===== config.mk =====
export PLATFORM = sky130hd
export DESIGN_NAME = biriscv_v_wb
export DESIGN_NICKNAME = d
export VERILOG_FILES = /design/src/rtl/biriscv_v_wb_pkg.sv /design/src/rtl/biriscv_v_wb_fifo.sv /design/src/rtl/biriscv_v_wb.sv
export SDC_FILE = /design/constraint.sdc
export NUM_CORES = 1
export LEC_CHECK = 0
export CORE_MARGIN = 2
export CORE_UTILIZATION = 25
export CTS_BUF_LIST = sky130_fd_sc_hd__clkbuf_4 sky130_fd_sc_hd__clkbuf_8 sky130_fd_sc_hd__clkbuf_16
export CTS_CLUSTER_DIAMETER = 150
export DETAILED_ROUTE_END_ITERATION = 16
export PLACE_DENSITY = 0.51
export SETUP_SLACK_MARGIN = 0.2
export SKIP_LAST_GASP = 1
export SLEW_MARGIN = 20
export SYNTH_ARGS = -nofsm -noshare
export SYNTH_HDL_FRONTEND = slang
export SYNTH_SLANG_ARGS = --single-unit

===== constraint.sdc =====
create_clock -name clk_i -period 9 [get_ports clk_i]
set_clock_uncertainty 0.1 [all_clocks]
set_input_delay 0.9 -clock clk_i [delete_from_list [all_inputs] [get_ports clk_i]]
set_output_delay 0.9 -clock clk_i [all_outputs]
set_load 0.02 [all_outputs]

===== src/rtl/biriscv_v_wb_pkg.sv =====
// -----------------------------------------------------------------------------
// biriscv_defs
// Shared definitions for the vector writeback path: VRF index and PC widths,
// element-count derivation and the queue entry width. The entry layout itself
// is {vd, pc, result, elem_en} with vd in the most significant bits. The
// writeback stage relies on this ordering when it builds its pending scoreboard.
// -----------------------------------------------------------------------------
package biriscv_defs;

  localparam int VRF_IDX_W = 5;
  localparam int PC_W      = 32;
  localparam int NUM_VREGS = 1 << VRF_IDX_W;

  // Number of ELEN-wide elements in one VLEN-wide vector register.
  function automatic int calc_nelem(input int vlen, input int elen);
    return vlen / elen;
  endfunction

  // Packed width of one queue entry {vd, pc, result, elem_en}.
  function automatic int calc_entry_w(input int vlen, input int elen);
    return VRF_IDX_W + PC_W + vlen + calc_nelem(vlen, elen);
  endfunction

endpackage


===== src/rtl/biriscv_v_wb_fifo.sv =====
// -----------------------------------------------------------------------------
// biriscv_v_wb_fifo
// Generic DEPTH x WIDTH circular FIFO with a valid/ready handshake on both
// sides and a flush. It has no full-with-pop pass-through: in_ready_o depends
// only on the current occupancy. Besides the head, the FIFO exposes a per-slot
// occupied mask and the top TAG_W bits of every slot. A consumer can use these
// to build a scoreboard over the queued entries.
//
// Ports
//   clk_i, rst_i        clock, asynchronous active-low reset
//   flush_i             drop all entries (rd_ptr <= wr_ptr); push/pop ignored
//   in_valid_i/ready_o  enqueue handshake, in_data_i payload
//   out_valid_o/ready_i dequeue handshake, out_data_o head payload
//   occ_o[i]            slot i holds a live entry
//   tag_o[i]            top TAG_W bits of slot i
// -----------------------------------------------------------------------------
module biriscv_v_wb_fifo #(
  parameter int DEPTH = 2,
  parameter int WIDTH = 8,
  parameter int TAG_W = 1
) (
  input  logic                        clk_i,
  input  logic                        rst_i,
  input  logic                        flush_i,
  input  logic                        in_valid_i,
  output logic                        in_ready_o,
  input  logic [WIDTH-1:0]            in_data_i,
  output logic                        out_valid_o,
  input  logic                        out_ready_i,
  output logic [WIDTH-1:0]            out_data_o,
  output logic [DEPTH-1:0]            occ_o,
  output logic [DEPTH-1:0][TAG_W-1:0] tag_o
);

  localparam int IDX_W = $clog2(DEPTH);
  localparam int PTR_W = IDX_W + 1;

  logic [PTR_W-1:0] r_wr_ptr, r_rd_ptr;
  logic [WIDTH-1:0] r_mem [DEPTH];

  logic [IDX_W-1:0] w_wr_idx, w_rd_idx;
  logic [PTR_W-1:0] w_count;
  logic             w_full, w_empty, w_push, w_pop;

  assign w_wr_idx = r_wr_ptr[IDX_W-1:0];
  assign w_rd_idx = r_rd_ptr[IDX_W-1:0];
  assign w_count  = r_wr_ptr - r_rd_ptr;

  // The extra pointer bit separates a full queue from an empty one when the
  // slot indices are equal.
  assign w_full  = (r_wr_ptr[IDX_W] != r_rd_ptr[IDX_W]) && (w_wr_idx == w_rd_idx);
  assign w_empty = (r_wr_ptr == r_rd_ptr);

  assign in_ready_o  = !w_full;
  assign out_valid_o = !w_empty;
  assign out_data_o  = r_mem[w_rd_idx];

  assign w_push = in_valid_i && !w_full && !flush_i;
  assign w_pop  = out_valid_o && out_ready_i && !flush_i;

  // NOTE: state registers use non-blocking assignments so every flop samples
  // pre-edge values, independent of statement order.
  always_ff @(posedge clk_i or negedge rst_i) begin
    if (!rst_i) begin
      r_wr_ptr <= '0;
      r_rd_ptr <= '0;
    end else if (flush_i) begin
      r_rd_ptr <= r_wr_ptr;
    end else begin
      if (w_push) r_wr_ptr <= r_wr_ptr + PTR_W'(1);
      if (w_pop)  r_rd_ptr <= r_rd_ptr + PTR_W'(1);
    end
  end

  // NOTE: payload storage is deliberately not reset. Every consumer qualifies
  // it with occupancy, and leaving it unreset lets it map to plain RAM/flops
  // without a reset net.
  always_ff @(posedge clk_i) begin
    if (w_push) r_mem[w_wr_idx] <= in_data_i;
  end

  // Slot g is live when its distance from the read index is below the count.
  for (genvar g = 0; g < DEPTH; g++) begin : g_slot
    logic [IDX_W-1:0] w_off;
    assign w_off    = IDX_W'(g) - w_rd_idx;
    assign occ_o[g] = ({1'b0, w_off} < w_count);
    assign tag_o[g] = r_mem[g][WIDTH-1 -: TAG_W];
  end

endmodule


===== src/rtl/biriscv_v_wb.sv =====
// -----------------------------------------------------------------------------
// biriscv_v_wb
// Vector ALU writeback stage. Results from vector execute are queued in order
// and drained into the VRF write port. An entry with no active elements retires
// without a write. Each retire produces a one-cycle completion pulse carrying
// the PC. pending_o marks every vector register targeted by a queued entry.
//
// Ports
//   clk_i, rst_i       clock, asynchronous active-low reset
//   flush_i            discard queue; no write/completion that cycle
//   exec_*             result handshake from execute (vd, pc, result, elem_en)
//   vrf_wr_*           VRF write request (en/idx/data/be) and grant (ready_i)
//   complete_o/_pc_o   retire pulse and PC of the retiring instruction
//   pending_o          destination scoreboard over queued entries
// -----------------------------------------------------------------------------
module biriscv_v_wb
  import biriscv_defs::*;
#(
  parameter int VLEN  = 128,
  parameter int ELEN  = 32,
  parameter int DEPTH = 2,
  localparam int NELEM = calc_nelem(VLEN, ELEN)
) (
  input  logic                 clk_i,
  input  logic                 rst_i,
  input  logic                 flush_i,
  input  logic                 exec_valid_i,
  output logic                 exec_ready_o,
  input  logic [VRF_IDX_W-1:0] exec_vd_idx_i,
  input  logic [PC_W-1:0]      exec_pc_i,
  input  logic [VLEN-1:0]      exec_result_i,
  input  logic [NELEM-1:0]     exec_elem_en_i,
  output logic                 vrf_wr_en_o,
  input  logic                 vrf_wr_ready_i,
  output logic [VRF_IDX_W-1:0] vrf_wr_idx_o,
  output logic [VLEN-1:0]      vrf_wr_data_o,
  output logic [NELEM-1:0]     vrf_wr_be_o,
  output logic                 complete_o,
  output logic [PC_W-1:0]      complete_pc_o,
  output logic [NUM_VREGS-1:0] pending_o
);

  localparam int ENTRY_W = calc_entry_w(VLEN, ELEN);

  // The vd field comes first, so the FIFO tag (its top bits) is the destination.
  typedef struct packed {
    logic [VRF_IDX_W-1:0] vd;
    logic [PC_W-1:0]      pc;
    logic [VLEN-1:0]      result;
    logic [NELEM-1:0]     elem_en;
  } entry_t;

  entry_t                            w_in_entry, w_head;
  logic                              w_head_valid, w_has_elem, w_retire;
  logic [DEPTH-1:0]                  w_occ;
  logic [DEPTH-1:0][VRF_IDX_W-1:0]   w_tags;

  assign w_in_entry = '{vd: exec_vd_idx_i, pc: exec_pc_i,
                        result: exec_result_i, elem_en: exec_elem_en_i};

  biriscv_v_wb_fifo #(
    .DEPTH (DEPTH),
    .WIDTH (ENTRY_W),
    .TAG_W (VRF_IDX_W)
  ) u_fifo (
    .clk_i       (clk_i),
    .rst_i       (rst_i),
    .flush_i     (flush_i),
    .in_valid_i  (exec_valid_i),
    .in_ready_o  (exec_ready_o),
    .in_data_i   (w_in_entry),
    .out_valid_o (w_head_valid),
    .out_ready_i (w_retire),
    .out_data_o  (w_head),
    .occ_o       (w_occ),
    .tag_o       (w_tags)
  );

  assign w_has_elem = |w_head.elem_en;

  // An all-masked entry leaves without waiting for the VRF port. A flush
  // suppresses both the write and the retire in the same cycle.
  assign vrf_wr_en_o = w_head_valid && w_has_elem && !flush_i;
  assign w_retire    = w_head_valid && !flush_i && (!w_has_elem || vrf_wr_ready_i);

  // Head fields are gated so that stale payload never reaches the port.
  assign vrf_wr_idx_o  = w_head_valid ? w_head.vd      : '0;
  assign vrf_wr_data_o = w_head_valid ? w_head.result  : '0;
  assign vrf_wr_be_o   = w_head_valid ? w_head.elem_en : '0;

  assign complete_o    = w_retire;
  assign complete_pc_o = w_retire ? w_head.pc : '0;

  // NOTE: the default at the top of the block covers every bit on every path,
  // so no latch is inferred.
  always_comb begin
    pending_o = '0;
    for (int i = 0; i < DEPTH; i++) begin
      if (w_occ[i]) pending_o[w_tags[i]] = 1'b1;
    end
  end

endmodule


==> results.txt <==
----------------------------------------------------
[Status]
  Run status ... complete, no violations

[Power]
  Combinational power share ... 0.488
  Sequential power share ... 0.303
  Fraction of power spent switching nets ... 0.384
  Internal power consumption ... between 0.004 and 0.005 W
  Maximum vdd ir drop ... ~0.23 mV
  Final Power ... between 0.007 and 0.008 W
  Power share of the clock group ... 0.209
  Static Leak ... roughly 6.7 nW
  Power Dens Cells ... 366 nW/um^2
  Reported net switching power ... 0.00270 W

[Die]
  Die Footprint ... around 56,000 um^2
  Placeable core region ... about 54,000 um^2
  Effective utilization at floorplan ... 0.252
  Row Count ... 85
  Horizontal extent of the die ... between 200 and 250 um
  Die height ... ~240 um
  Number of primary I/O pins ... ~380

[Job]
  Number of maximum-capacitance violations ... 0

[Setup path]
  Endpoint of the most critical register-to-register path ... u_fifo.r_mem[1][155]
  Worst Setup End Kind ... output port
  Critical path startpoint category ... flip-flop
  Kind of critical path ... reg -> out
  Largest fanout of any net on the critical path ... 88
  Depth of the worst register-to-register path ... 7
  Crit Reg-Reg Startpoint ... u_fifo.r_rd_ptr[0]
  Data required time of the worst path ... ~8.0 ns
  Worst EP arrival ... ~4.2 ns
  Setup slack of the most critical reg-to-reg path ... 5.41 ns

[STA]
  Relative slew margins ... 0.311
  Final count of negative-setup-slack endpoints ... 0
  Final worst path period share ... 0.582
  Max-slew violations ... 0
  RSZ-0062 raised after global routing ... no
  Worst-Margin Slew ... slightly above 1 ns
  Worst Hold Margin ... approximately 0.45 ns
  Final Hold Fails ... 0
  Min cycle time layout ... around 5.2 ns
  Final-layout setup total negative slack ... 0 ns
  Highest Clock Rate ... ~190 MHz

[Clock network]
  Post-CTS setup buffer count ... 0
  Maximum number of buffers from clock root to sink ... 3
  Root cell of the clock tree ... sky130_fd_sc_hd__clkbuf_16
  CTS Buf Count ... 39
  Cts repair resizes ... 0
  Worst-path clk slew ... around 0.05 ns
  Num Clock Sinks ... about 340
  H-tree depth ... 2
  Clk_lat worst skew ... around 0.54 ns
  Quantity of hold-fixing buffers added after cts ... 0
  TritonCTS clock tree ... done

[Global routing]
  Vias in the first global route ... 8,693
  Pin count of the biggest net entering global routing ... 96
  Wire length of the first global-routing pass ... about 54,000 um
  Total grt overflow ... 0
  Total track usage ... 0.125
  Antenna violations before repair ... 4

[Logic synthesis]
  Area share of the largest cell type after synthesis ... 0.750
  Biggest area contributors in the synthesized netlist ... sky130_fd_sc_hd__edfxtp_1 75%, sky130_fd_sc_hd__mux2i_1 10%, sky130_fd_sc_hd__nor2_1 4.0%
  Average cell area after synthesis ... between 15 and 20 um^2
  Gate count after technology mapping ... around 870
  Cell Area, Synth ... 13,500 um^2
  Number of storage elements in the synthesis netlist ... about 340
  Fraction of the yosys area taken by sequential cells ... 0.757
  Cell type with the highest aggregate area in the netlist ... sky130_fd_sc_hd__edfxtp_1
  Net count of the mapped netlist ... 1,042
  Number of distinct standard cells referenced by the synthesized netlist ... 33
  Synthesis Warnings ... 0

[Worst hold path]
  Instance count along the most critical hold path ... 1
  Min-delay src ... u_fifo.r_wr_ptr[1]
  Worst Hold Endpoint ... u_fifo.r_wr_ptr[1]
  Type of the worst min-delay path ... reg -> reg

[Cells and area]
  Design area ... between 15,000 and 20,000 um^2
  Final nets ... approximately 1,400
  Filler Cell Count ... 5,147
  Area growth from synthesis to final layout ... 41.8%
  Layout Utilization ... 0.358
  Share of post-route cells with drive strength above 1 ... 0.0882
  Final antenna diode count ... 0

[Route]
  Total number of vias ... approximately 8,400
  DRC Markers ... 0
  Remaining number of nets flagged by the antenna check after routing ... 0
  Wire per inst ... 18.4 um
  Detailed router's first-iteration violation count ... 431
  Pre-antenna DRT Iters ... 4
  Total length of routed wires ... around 36,000 um
  Vias per Instance ... 4.31

[Place]
  Post-detailed-placement cell area ... approximately 18,000 um^2
  Number of port buffers ... around 380
  Dpl hpwl ... 23,400 um
  Routability congestion estimate from global placement ... approximately 0.76

----------------------------------------------------
-- how the worst max path moves through the flow --
stage	startpoint	cells after the start	end	slack [ns]
after CTS	u_fifo.r_rd_ptr[0]	7	vrf_wr_data_o[81]	3.64
after floorplan	u_fifo.r_rd_ptr[0]	7	u_fifo.r_mem[0][0]	2.45
final	u_fifo.r_rd_ptr[0]	7	vrf_wr_data_o[15]	3.76
after global placement	u_fifo.r_rd_ptr[0]	7	vrf_wr_data_o[84]	4.26
after global routing	u_fifo.r_rd_ptr[0]	7	vrf_wr_data_o[46]	3.51
after detailed placement	u_fifo.r_rd_ptr[0]	7	vrf_wr_data_o[81]	4.27
-- routing by layer --
metal  wire length [um]  GRT usage  up-vias
met5                 53          0        -
met4                573     0.0299        8
met3               3140     0.0476       46
met2              16300      0.193      311
met1              15800      0.166     4087
li1                   -          -     3975
-- registers in the layout, indices dropped and copies added (netlist names) --
signal,flops
u_fifo.r_mem,338
u_fifo.r_rd_ptr,2
u_fifo.r_wr_ptr,2
-- cells in the mapped netlist --
| library cell | instances |
|---|---|
| sky130_fd_sc_hd__a211o_1 | 1 |
| sky130_fd_sc_hd__a211oi_1 | 1 |
| sky130_fd_sc_hd__a21oi_1 | 4 |
| sky130_fd_sc_hd__a21oi_2 | 30 |
| sky130_fd_sc_hd__a22oi_1 | 1 |
| sky130_fd_sc_hd__and2_1 | 1 |
| sky130_fd_sc_hd__and4_1 | 1 |
| sky130_fd_sc_hd__buf_1 | 2 |
| sky130_fd_sc_hd__buf_2 | 4 |
| sky130_fd_sc_hd__buf_6 | 3 |
| sky130_fd_sc_hd__clkbuf_1 | 49 |
| sky130_fd_sc_hd__clkinv_1 | 1 |
| sky130_fd_sc_hd__dfrtp_1 | 4 |
| sky130_fd_sc_hd__edfxtp_1 | 338 |
| sky130_fd_sc_hd__ha_1 | 3 |
| sky130_fd_sc_hd__inv_1 | 4 |
| sky130_fd_sc_hd__mux2_2 | 1 |
| sky130_fd_sc_hd__mux2i_1 | 137 |
| sky130_fd_sc_hd__nand2_1 | 36 |
| sky130_fd_sc_hd__nand2b_1 | 1 |
| sky130_fd_sc_hd__nand3_1 | 34 |
| sky130_fd_sc_hd__nand3b_1 | 8 |
| sky130_fd_sc_hd__nand4b_1 | 1 |
| sky130_fd_sc_hd__nor2_1 | 145 |
| sky130_fd_sc_hd__nor3_1 | 4 |
| sky130_fd_sc_hd__nor4_1 | 2 |
| sky130_fd_sc_hd__o211ai_1 | 1 |
| sky130_fd_sc_hd__o21ai_0 | 1 |
| sky130_fd_sc_hd__o22ai_1 | 32 |
| sky130_fd_sc_hd__or2_2 | 1 |
| sky130_fd_sc_hd__or3_1 | 5 |
| sky130_fd_sc_hd__or3b_2 | 6 |
| sky130_fd_sc_hd__xnor2_1 | 3 |
-- worst max-delay path: stages, from the launching register on --
cell and delay [ns]:
sky130_fd_sc_hd__dfrtp_4 0.54, sky130_fd_sc_hd__clkinv_1 0.10, sky130_fd_sc_hd__buf_4 0.27, sky130_fd_sc_hd__ha_1 0.38
sky130_fd_sc_hd__and2_4 0.58, sky130_fd_sc_hd__buf_4 0.84, sky130_fd_sc_hd__nor2_1 0.17, sky130_fd_sc_hd__clkdlybuf4s50_1 0.59
-- through the flow --
| step | worst slack, ns | std cells |
|---|---|---|
| global placement | 4.26 | 1889 |
| finish | 3.76 | 1954 |
| global route | 3.51 | 1954 |
| CTS | 3.64 | 1954 |
| floorplan | 2.45 | 865 |
| detailed placement | 4.27 | 1889 |
-- power groups by stage --
stage	clock network, W	logic (W)	registers (W)
after floorplan	0	0.00189	0.00217
after global placement	0	0.00348	0.00216
after detailed placement	0	0.00348	0.00217
after CTS	0.00153	0.00350	0.00213
after global routing	0.00159	0.00366	0.00216
final	0.00147	0.00343	0.00213
-- placed cells by master, fill, tap and decap left out, types with 2 or more instances in the layout --
cell type                           n
sky130_fd_sc_hd__clkbuf_4          12
sky130_fd_sc_hd__xnor2_1            3
sky130_fd_sc_hd__clkinvlp_4         2
sky130_fd_sc_hd__nand3b_1           8
sky130_fd_sc_hd__ha_1               3
sky130_fd_sc_hd__edfxtp_1         338
sky130_fd_sc_hd__clkdlybuf4s50_1  377
sky130_fd_sc_hd__buf_4              8
sky130_fd_sc_hd__mux2i_1          137
sky130_fd_sc_hd__inv_6              2
sky130_fd_sc_hd__nor3_1             4
sky130_fd_sc_hd__nand3_1           34
sky130_fd_sc_hd__inv_1              3
sky130_fd_sc_hd__nor4_1             2
sky130_fd_sc_hd__nor2_1           144
sky130_fd_sc_hd__clkinv_2           4
sky130_fd_sc_hd__a21oi_1            4
sky130_fd_sc_hd__clkbuf_16         39
sky130_fd_sc_hd__clkinv_1           7
sky130_fd_sc_hd__dfrtp_1            3
sky130_fd_sc_hd__or3_1              4
sky130_fd_sc_hd__nand2_1           36
sky130_fd_sc_hd__or3b_2             6
sky130_fd_sc_hd__o22ai_1           32
sky130_fd_sc_hd__a21oi_2           30
-- cell type report --
| class | count | area [um^2] | share of cell area |
|---|---|---|---|
| timing repair buffer | 386 | 3850 | 0.201 |
| clock inverter | 14 | 96.3 | 0.00502 |
| tap | 696 | 871 | 0.0453 |
| inverter | 5 | 23.8 | 0.00124 |
| multi-input combinational | 460 | 3040 | 0.158 |
| sequential | 342 | 10300 | 0.534 |
| clock buffer | 51 | 1070 | 0.0555 |
-- cell families (layout without fill, tap and decap cells) --
group           Yosys count  in the layout  share of synthesized area
xor+xnor                  3              3                    0.00194
fa+ha+maj                 3              3                    0.00277
compound gates           71             71                     0.0383
buf+inv                  63            456                     0.0195
mux                     138            138                      0.102
simple gates            245            245                     0.0784
flops                   342            342                      0.757
Power figures use the tool's default switching activity.
==> patch 1: new RTL, same flow settings <==
`ELEN`: 32 -> 64.
--- a/src/rtl/biriscv_v_wb.sv
+++ b/src/rtl/biriscv_v_wb.sv
@@ -19,3 +19,3 @@
   parameter int VLEN  = 128,
-  parameter int ELEN  = 32,
+  parameter int ELEN  = 64,
   parameter int DEPTH = 2,
Ports: changed (resized exec_elem_en_i and vrf_wr_be_o); port bits go from 378 to 374. The function was not compared with the original's and may differ.
==> patch 1 against the unedited design <==
  * Non-clock buffer count unchanged
  * Area after synthesis down 1.3%
  * Routed wire length down 2.8%
  * Die area down 1.3%
  * Cell area down 0.92%
  * Critical path depth down 1
  * Fmax down 2.6%
  * Sequential cell count down 4
  * Total power down 0.27%
  * Worst setup slack worse by 0.14 ns
  * Global-route usage down 0.39 points
  * Utilization up 0.38 points
  * Critical path type unchanged
==> patch 1: results <==
export IMPL_status="finished, final reports clean"
export IMPL_ff2ff_path_depth=5
export IMPL_antenna_found_initial=2
export IMPL_crit_fanout=49
export IMPL_routabilityCongestion=0.775
export IMPL_grt_pass1_wl_mm=51.7
export IMPL_ant_nets=0
export IMPL_yosys_top_cells_count="edfxtp_1, mux2i_1, nor2_1"
export IMPL_grt_pass1_vias=8334
export IMPL_reg_top3="u_fifo.r_mem (334), u_fifo.r_rd_ptr (2), u_fifo.r_wr_ptr (2)"
export IMPL_synth_cell_types=39
export IMPL_synth_fp_nets=993
export IMPL_grtUsageTotal_pct=12.1
export IMPL_viasPerCell=4.25
export IMPL_dp_cells=1843
export IMPL_nFillCells=5041
export IMPL_netlist_instances=818
export IMPL_ctsHoldBuffers=0
export IMPL_finalNetCount=1371
export IMPL_synthArstFlopShare_pct=1.18
export IMPL_hold_slack_ns=0.454
export IMPL_vias=8135
export IMPL_hold_class="reg -> reg"
export IMPL_rrSetupSlack_ns=5.21
export IMPL_insertion_delay_ns=0.54
export IMPL_layout_drive_gt1_share_pct=6.37
export IMPL_regMostFlops="u_fifo.r_mem"
export IMPL_dp_hpwl_mm=22.9
export IMPL_first_pass_iters=4
export IMPL_max_vdd_ir_drop_mv=0.233
export IMPL_port_buffer_count=373
export IMPL_drt_first_iter_violations=361
export IMPL_grt_max_degree=71
export IMPL_cts_made_buffers=39
export IMPL_htreeDepth=2
export IMPL_seq_area_frac_synth_pct=75.8
export IMPL_p_int_uw=4340
export IMPL_worst_pin_slew_ns=1.03
export IMPL_yosys_top_cells_area="edfxtp_1, mux2i_1, nor2_1, o22ai_1, nor3_1"
export IMPL_routed_wl_mm=34.9
export IMPL_leakage_uw=0.00662
export IMPL_cts_path_max_buffers=3
export IMPL_cts_setup_buffers=0
export IMPL_synth_edf_count=334
[patch 1: cell types whose count changed after synthesis, sizes merged, moves of 3 or more]
cell,unedited run,this run
nand3,34,2
edfxtp,338,334
inv,4,7
mux2i,137,167
a21oi,34,1
buf,9,28
clkbuf,49,21
nor3,4,33
nand2,36,4
[patch 1: logic make-up after synthesis]
kind of cell / after synthesis / share of synthesized area [%]
flops: 338 / 75.8
compound gates: 47 / 2.41
xor+xnor: 3 / 0.253
simple gates: 204 / 6.65
buf+inv: 56 / 2.11
fa+ha+maj: 3 / 0.281
mux: 167 / 12.5
[patch 1: metrics by stage]
stage / instance area [sq um] / setup slack (ns)
6_report: 19000 / 3.63
5_1_grt: 19000 / 3.19
4_1_cts: 19000 / 3.41
3_5_place_dp: 17800 / 4.00
3_3_place_gp: 17800 / 4.02
2_1_floorplan: 13400 / 2.46
[patch 1: power by group through the flow]
stage	logic (uW)	registers, uW	clock network (uW)
final	3380	2150	1480
after global placement	3440	2170	0
after global routing	3620	2170	1600
after CTS	3460	2150	1540
after detailed placement	3440	2180	0
after floorplan	1940	2150	0
[patch 1: final timing paths]
path | start | to
setup reg to reg | u_fifo.r_rd_ptr[0] | u_fifo.r_mem[0][148]
max in group asynchronous | rst_i | u_fifo.r_rd_ptr[0]
hold / removal | u_fifo.r_wr_ptr[0] | u_fifo.r_rd_ptr[0]
min in group asynchronous | rst_i | u_fifo.r_wr_ptr[1]
hold reg to reg | u_fifo.r_wr_ptr[0] | u_fifo.r_rd_ptr[0]
setup / recovery | u_fifo.r_rd_ptr[0] | complete_pc_o[15]
[patch 1: critical path, cell delays in order (launching register included)]
cell and delay (ns):
dfrtp_4 0.93, buf_4 0.78, nor3_1 0.23, a211oi_4 0.71
buf_4 0.44, nor3_1 0.14, clkdlybuf4s50_1 0.57
[patch 1: cell type report]
type	instances	area (sq um)	area share, %
inverters	7	26.3	0.138
repair buffers	386	3830	20.1
clock inverters	24	166	0.875
multi-input cells	424	2990	15.7
clock buffers	45	1020	5.37
flip-flops and latches	338	10100	53.3
well taps	688	861	4.52
[patch 1: metal layers]
| metal | track usage [%] | part of all wire, % | vias up |
|---|---|---|---|
| li1 | - | - | 3872 |
| met1 | 14.9 | 43 | 3923 |
| met2 | 19.8 | 47 | 286 |
| met3 | 4.83 | 9.0 | 50 |
| met4 | 3.11 | 1.8 | 4 |
| met5 | 0 | 0.069 | - |
==> patch 2: new RTL, config.mk and constraints unchanged <==
Made on the original files. Reset style: synchronous (`rst_i`), changed in one clocked block. Comments in the files are not updated.
--- a/src/rtl/biriscv_v_wb_fifo.sv
+++ b/src/rtl/biriscv_v_wb_fifo.sv
@@ -62,3 +62,3 @@
   // pre-edge values, independent of statement order.
-  always_ff @(posedge clk_i or negedge rst_i) begin
+  always_ff @(posedge clk_i) begin
     if (!rst_i) begin
Check against the original RTL: differs if rst_i is asserted again (counterexample within 4 cycles, from zero or initial values and one cycle with rst_i low); with rst_i held inactive, the same outputs for 4 cycles.
==> patch 2 against the unedited design <==
  * Area after synthesis down 1.0%
  * Die area down 1.0%
  * Sequential cell count up 1
  * Non-clock buffer count unchanged
  * Worst setup slack better by 0.41 ns
  * Cell area up 0.32%
  * Via count down 1.4%
  * Fmax up 8.5%
  * Synthesized cell count down 4.4%
  * Routed wire length down 3.2%
Power is not compared: it rests on default switching activity, and its combinational part moved more than twofold at a synthesized area within 25%.
==> patch 2: results <==
export IMPL_dpl_cell_area_sq_um=18000
export IMPL_routed_wl_mm=34.8
export IMPL_dp_hpwl_mm=22.5
export IMPL_layout_drive_gt1_share_pct=6.16
export IMPL_nFillCells=5091
export IMPL_synth_mux_area_share_pct=12.6
export IMPL_yosys_top_cells_count="edfxtp_1, nor2_1, mux2i_1"
export IMPL_grt_max_degree=140
export IMPL_dp_cells=1854
export IMPL_routabilityCongestion=0.837
export IMPL_grt_pass1_wl_mm=51.7
export IMPL_area_growth_pct=43.7
export IMPL_synth_xor_area_share_pct=0.131
export IMPL_antenna_found_initial=5
export IMPL_crit_fanout=71
export IMPL_finalNetCount=1384
export IMPL_synthArstFlopShare_pct=0
export IMPL_netlist_instances=827
export IMPL_grtUsageTotal_pct=12.1
export IMPL_hold_slack_ns=0.515
export IMPL_cpPeakStageDelay_ns=0.77
export IMPL_seq_area_frac_synth_pct=76.5
export IMPL_status="finished, final reports clean"
export IMPL_synthAdderAreaFrac_pct=0.280
export IMPL_fin_crit_ns=4.83
-- patch 2: cell types whose count changed after synthesis, sizes merged, moves of 5 or more --
cell | unedited run | this run
nand2 | 36 | 6
clkbuf | 49 | 38
a21oi | 34 | 1
nand3 | 34 | 2
dfxtp | 0 | 5
nor2 | 145 | 174
mux2i | 137 | 169
-- patch 2: worst paths after layout --
kind,startpoint,endpoint,depth (start not counted)
max reg2reg,u_fifo.r_rd_ptr[0],u_fifo.r_mem[1][31],5
min reg2reg,u_fifo.r_rd_ptr[0],flip-flop,2
max,u_fifo.r_rd_ptr[0],vrf_wr_data_o[84],6
min,u_fifo.r_rd_ptr[0],flip-flop,2
-- patch 2: kinds of logic (layout without fill, tap and decap cells) --
logic type | after synthesis | in the layout
AO/OA/AOI/OAI | 49 | 49
adder cells (fa/ha/maj) | 3 | 3
buffers and inverters | 55 | 461
AND/OR/NAND/NOR | 206 | 206
other | 0 | 2
XOR/XNOR | 2 | 2
flip-flops | 343 | 343
multiplexers | 169 | 169
-- patch 2: cell type report --
type                    count  area share [%]
multi-input cells         429            15.5
repair buffers            386            20.2
inverters                   8           0.156
well taps                 688            4.47
flip-flops and latches    343            53.2
clock buffers              51            5.72
diodes                      2          0.0260
clock inverters            16           0.773
-- patch 2: per-layer routing --
| layer | track usage [%] | part of all wire [%] | up-vias |
|---|---|---|---|
| met2 | 20.3 | 49 | 284 |
| met3 | 4.09 | 7.9 | 54 |
| met1 | 14.5 | 41 | 4083 |
| li1 | - | - | 3881 |
| met4 | 4.38 | 2.2 | 6 |
| met5 | 0 | 0.11 | - |
-- patch 2: worst reg2reg max path, stage by stage, from the launching register on --
cell and delay, ns:
dfxtp_1 0.41, inv_1 0.09, ha_1 0.43, a2111oi_4 0.38
buf_4 0.85, buf_4 0.95
